[config.mk]
export PLATFORM = sky130hd
export DESIGN_NAME = sr_cmd_driver
export DESIGN_NICKNAME = d
export VERILOG_FILES = /design/src/rtl/sr_cmd_pkg.sv /design/src/rtl/sr_cmd_driver_sat_counter.sv /design/src/rtl/sr_cmd_driver.sv
export SDC_FILE = /design/constraint.sdc
export NUM_CORES = 1
export LEC_CHECK = 0
export BUFFER_PORTS_ARGS = -buffer_cell sky130_fd_sc_hd__buf_2
export CORE_MARGIN = 1.5
export CORE_UTILIZATION = 52
export DETAILED_ROUTE_END_ITERATION = 7
export GPL_TIMING_DRIVEN = 0
export HOLD_SLACK_MARGIN = 0.06
export PLACE_DENSITY = 0.78
export SLEW_MARGIN = 20
export SYNTH_ARGS = -nofsm -noshare
export SYNTH_HDL_FRONTEND = slang
export SYNTH_HIERARCHICAL = 1
export SYNTH_SLANG_ARGS = --single-unit
[constraint.sdc]
create_clock -name clk -period 2.03 [get_ports clk]
set_input_delay 0.406 -clock clk [delete_from_list [all_inputs] [get_ports clk]]
set_output_delay 0.406 -clock clk [all_outputs]
set_load 0.02 [all_outputs]
[src/rtl/sr_cmd_pkg.sv]
// Shared types and constants for the SR flop command driver.
package sr_cmd_pkg;

  typedef enum logic [1:0] {
    IDLE  = 2'd0,
    DRIVE = 2'd1,
    GUARD = 2'd2
  } state_t;

  localparam logic OP_SET = 1'b1;
  localparam logic OP_RST = 1'b0;

endpackage

[src/rtl/sr_cmd_driver_sat_counter.sv]
// Saturating up-counter: holds at all-ones instead of wrapping.
module sat_counter #(
  parameter int W = 8
) (
  input  logic         clk,
  input  logic         rst,
  input  logic         inc,
  output logic [W-1:0] cnt
);

  always_ff @(posedge clk or posedge rst) begin
    if (rst) begin
      cnt <= '0;
    end else if (inc && (cnt != {W{1'b1}})) begin
      cnt <= cnt + W'(1);
    end
  end

endmodule

[src/rtl/sr_cmd_driver.sv]
// Turns set/reset commands into exclusive timed s/r pulses plus a guard gap, then checks q.
// One command in flight; req_ready is low from accept until PULSE+GUARD cycles later.
module sr_cmd_driver
  import sr_cmd_pkg::*;
#(
  parameter int PULSE_CYCLES = 1,
  parameter int GUARD_CYCLES = 2,
  parameter int CNT_W        = 8
) (
  input  logic             clk,
  input  logic             rst,
  input  logic             req_valid,
  input  logic             req_op,
  output logic             req_ready,
  input  logic             q,
  input  logic             err_clr,
  output logic             s,
  output logic             r,
  output logic             busy,
  output logic             err,
  output logic [CNT_W-1:0] set_cnt,
  output logic [CNT_W-1:0] rst_cnt
);

  localparam int TMAX = (PULSE_CYCLES > GUARD_CYCLES) ? PULSE_CYCLES : GUARD_CYCLES;
  localparam int TW   = (TMAX > 1) ? $clog2(TMAX) : 1;
  localparam logic [TW-1:0] PULSE_LD = TW'(PULSE_CYCLES - 1);
  localparam logic [TW-1:0] GUARD_LD = TW'(GUARD_CYCLES - 1);

  state_t        state, state_nxt;
  logic [TW-1:0] tmr, tmr_nxt;
  logic          op_q, op_nxt;
  logic          s_nxt, r_nxt, err_nxt;
  logic          accept, check;

  assign req_ready = (state == IDLE);
  assign busy      = ~req_ready;
  assign accept    = req_valid & req_ready;

  always_comb begin
    state_nxt = state;
    tmr_nxt   = tmr;
    op_nxt    = op_q;
    s_nxt     = 1'b0;
    r_nxt     = 1'b0;
    check     = 1'b0;
    case (state)
      IDLE: begin
        if (accept) begin
          state_nxt = DRIVE;
          op_nxt    = req_op;
          tmr_nxt   = PULSE_LD;
          s_nxt     = req_op;
          r_nxt     = ~req_op;
        end
      end
      DRIVE: begin
        if (tmr == '0) begin
          state_nxt = GUARD;
          tmr_nxt   = GUARD_LD;
        end else begin
          tmr_nxt = tmr - TW'(1);
          s_nxt   = op_q;
          r_nxt   = ~op_q;
        end
      end
      GUARD: begin
        if (tmr == '0) begin
          state_nxt = IDLE;
          check     = 1'b1;
        end else begin
          tmr_nxt = tmr - TW'(1);
        end
      end
      default: state_nxt = IDLE;
    endcase
  end

  // A mismatch on the check edge beats a simultaneous clear.
  always_comb begin
    err_nxt = err;
    if (err_clr) err_nxt = 1'b0;
    if (check && (q != op_q)) err_nxt = 1'b1;
  end

  always_ff @(posedge clk or posedge rst) begin
    if (rst) begin
      state <= IDLE;
      tmr   <= '0;
      op_q  <= OP_RST;
      s     <= 1'b0;
      r     <= 1'b0;
      err   <= 1'b0;
    end else begin
      state <= state_nxt;
      tmr   <= tmr_nxt;
      op_q  <= op_nxt;
      s     <= s_nxt;
      r     <= r_nxt;
      err   <= err_nxt;
    end
  end

  sat_counter #(.W(CNT_W)) u_set_cnt (
    .clk (clk),
    .rst (rst),
    .inc (accept && (req_op == OP_SET)),
    .cnt (set_cnt)
  );

  sat_counter #(.W(CNT_W)) u_rst_cnt (
    .clk (clk),
    .rst (rst),
    .inc (accept && (req_op == OP_RST)),
    .cnt (rst_cnt)
  );

endmodule

==> flow_summary_export.csv <==
group,metric,value,unit
clock_network,htree_num_levels,1,
floorplanning,coreArea,2190,µm²
clock_network,cts.path.max_buffers,2,
setup_path,cp.required,2.22,ns
setup_path,worst-endpoint-arrival,2.08,ns
timing,setup_viol,0,
layout,n_fill_cell,182,
layout,nets,151,
global_routing,overflow,0,
yosys,ys_types,31,
power_and_ir_drop,max-vdd-ir-drop,0.832,mV
layout,num_antenna_cells,0,
yosys,synthTopCellsByArea,"dfrtp_1 (48%), mux2_1 (5.6%), nand4_4 (3.5%)",
yosys,synth_commonest_cells,"dfrtp_1 (23), nand2_1 (9), nand3_1 (7), nor2_1 (7)",
drt,drt_wl_total,2210,µm
job,cap_violations,0,
power_and_ir_drop,finalPower,1.79,mW
yosys,synth-seq-area-share,0.480,
setup_path,regToRegSetupSlack,0.15,ns
clock_network,cts_tree,"built",
layout,multi_input_area,589,µm²
power_and_ir_drop,clockPowerShare,0.112,
place,io_buffers,26,
clock_network,cts_root_buf,"clkbuf_4",
yosys,ys.flop_type,"dfrtp_1",
drt,post_drt_wl_per_cell,13.0,µm
drt,drt-pass1-iter-count,4,
timing,max_freq,531,MHz
floorplanning,fp.dieW,51.0,µm
timing,skew,0.00111,ns
drt,drc,0,
yosys,synthArstFlopShare,1.00,
timing,layout_min_cycle_time,1.88,ns
yosys,synth-edff-count,0,
power_and_ir_drop,power.internal,1.00,mW
timing,tightest_slew,0.325,ns
global_routing,antenna_found_initial,0,
power_and_ir_drop,p_leak,0.654,nW
floorplanning,ioPinCount,27,
layout,fin_util,0.644,
yosys,yosys.area.top_type,"dfrtp_1",
timing,grt_setup_unrepaired,"no",
layout,stdcell_count,170,
timing,slew_violations,0,
drt,antenna_left,0,
layout,seqCellArea,576,µm²
power_and_ir_drop,p_switching,0.787,mW
layout,drive_gt1_frac,0.303,
yosys,ys_warn_count,6,
yosys,netlist_instances,111,
timing,hold_violations,0,
worst_hold_path,hp-class,"in -> reg",
floorplanning,rows,17,
setup_path,start_kind,"register",
floorplanning,die_h,51.0,µm
yosys,synth_area,1200,µm²
place,place_hpwl,1620,µm
layout,area_growth,17.6,%
drt,viasPerCell,5.56,
power_and_ir_drop,power_frac_comb,0.434,
yosys,syn_nets,119,
global_routing,grt_first_pass_wirelength,3770,µm
yosys,synth_seq_cells,23,
place,place_inst,165,
power_and_ir_drop,p_per_area,1270,nW/µm²
power_and_ir_drop,power_frac_seq,0.454,
timing,maxSlewHeadroom,0.783,
clock_network,clk_pin_slew,0.12,ns
global_routing,grt.total_usage,0.187,
layout,final_area,1410,µm²
timing,fin_crit_sh,0.927,
timing,fin_setup_tns,0,ns
place,place_area,1370,µm²
yosys,avgSynthCellArea,10.8,µm²
floorplanning,die_area,2600,µm²
status,status,"finished, final reports clean",
clock_network,post-cts-setup-buffers,0,
setup_path,critPathKind,"reg -> reg",
drt,vias,945,
setup_path,crit_path_max_fanout,9,
clock_network,clock_latency,0.30,ns
global_routing,grt_max_degree,14,
floorplanning,initial_core_util,0.548,
clock_network,numCtsBuffers,3,
power_and_ir_drop,switching_share,0.439,
clock_network,cts.sinks,23,
setup_path,cp-end-kind,"register",
yosys,post-synth-top-count-cell,"dfrtp_1",
drt,drt-initial-drc-count,19,
global_routing,grt_pass1_vias,849,
place,gp_congestion,0.775,
yosys,netlist.area_leader.share,0.480,
flip-flops by register name, summed over array words and instances (netlist names):
signal,count
s,1
u_set_cnt/cnt,8
err,1
tmr,1
op_q,1
r,1
u_rst_cnt/cnt,8
state,2
layer usage:
| layer | share of wire | vias up | global-route usage |
|---|---|---|---|
| met5 | 0 | - | 0 |
| met4 | 0.0063 | 0 | 0.0541 |
| met3 | 0.045 | 2 | 0.0292 |
| met2 | 0.46 | 25 | 0.284 |
| met1 | 0.49 | 451 | 0.278 |
| li1 | - | 467 | - |
placed cells by master, fill, tap and decap left out, types with 3 or more instances in the layout:
cell       n
a21oi_1    4
inv_1      6
xnor2_1    3
nor3_1     4
nand4_1    6
nor2_1     7
mux2_2     3
o21bai_1   4
mux2_1     6
dfrtp_1   23
buf_2     28
nand2_1    9
clkbuf_4   3
nand3_1    7
metrics by stage:
step / setup WS [ns] / hold slack [ns]
floorplan: 0.207 / 0.209
global placement: 0.00725 / 0.377
detailed placement: -0.0562 / 0.373
CTS: 0.0713 / 0.364
global route: 0.00818 / 0.386
finish: 0.148 / 0.371
logic make-up after synthesis:
logic type	after synthesis	synth area share
AOI/OAI and AO/OA	21	0.132
xor gates and xnor gates	4	0.0292
adders and majority gates	2	0.0209
buffers and inverters	9	0.0365
DFF	23	0.480
muxes	10	0.0928
and+or+nand+nor	42	0.209
worst max-delay path, cell delays in order, from the launching register on:
cell     delay (ns)
dfrtp_1        0.37
buf_2          0.18
nor3b_2        0.25
nor2b_4        0.28
nand3_1        0.16
nor3_1         0.20
mux2_1         0.34
cell type report:
cell class,instances,share of cell area
multi-input combinational,79,0.418
sequential,23,0.408
timing repair buffer,27,0.0993
tap,28,0.0248
clock buffer,3,0.0160
inverter,6,0.0160
buffer,3,0.0151
clock inverter,1,0.00355
repair_timing:
action / 4_1_cts / 5_1_grt
setup endpoints to repair: 1 / 2
resized for setup: 1 / 2
hold buffers: 1 / 0
endpoints found under the hold margin: 23 / 0
power groups by stage:
stage / combinational [mW] / clock (mW) / sequential (mW)
6_report: 0.777 / 0.201 / 0.812
5_1_grt: 0.851 / 0.227 / 0.840
4_1_cts: 0.780 / 0.212 / 0.807
3_5_place_dp: 0.775 / 0 / 0.817
3_3_place_gp: 0.749 / 0 / 0.810
2_1_floorplan: 0.418 / 0 / 0.936
worst paths after layout:
check                                                to                  from  cells after the start
min                                     err$_DFFE_PP0P_               err_clr                      3
min reg2reg                             err$_DFFE_PP0P_       err$_DFFE_PP0P_                      1
min in group asynchronous                   s$_DFF_PP0_                   rst                      3
max                        u_rst_cnt/cnt[7]$_DFFE_PP0P_  state[1]$_DFFE_PP0P_                      6
max in group asynchronous  u_rst_cnt/cnt[3]$_DFFE_PP0P_                   rst                      3
max reg2reg                u_rst_cnt/cnt[7]$_DFFE_PP0P_  state[1]$_DFFE_PP0P_                      6
Power figures use the tool's default switching activity.
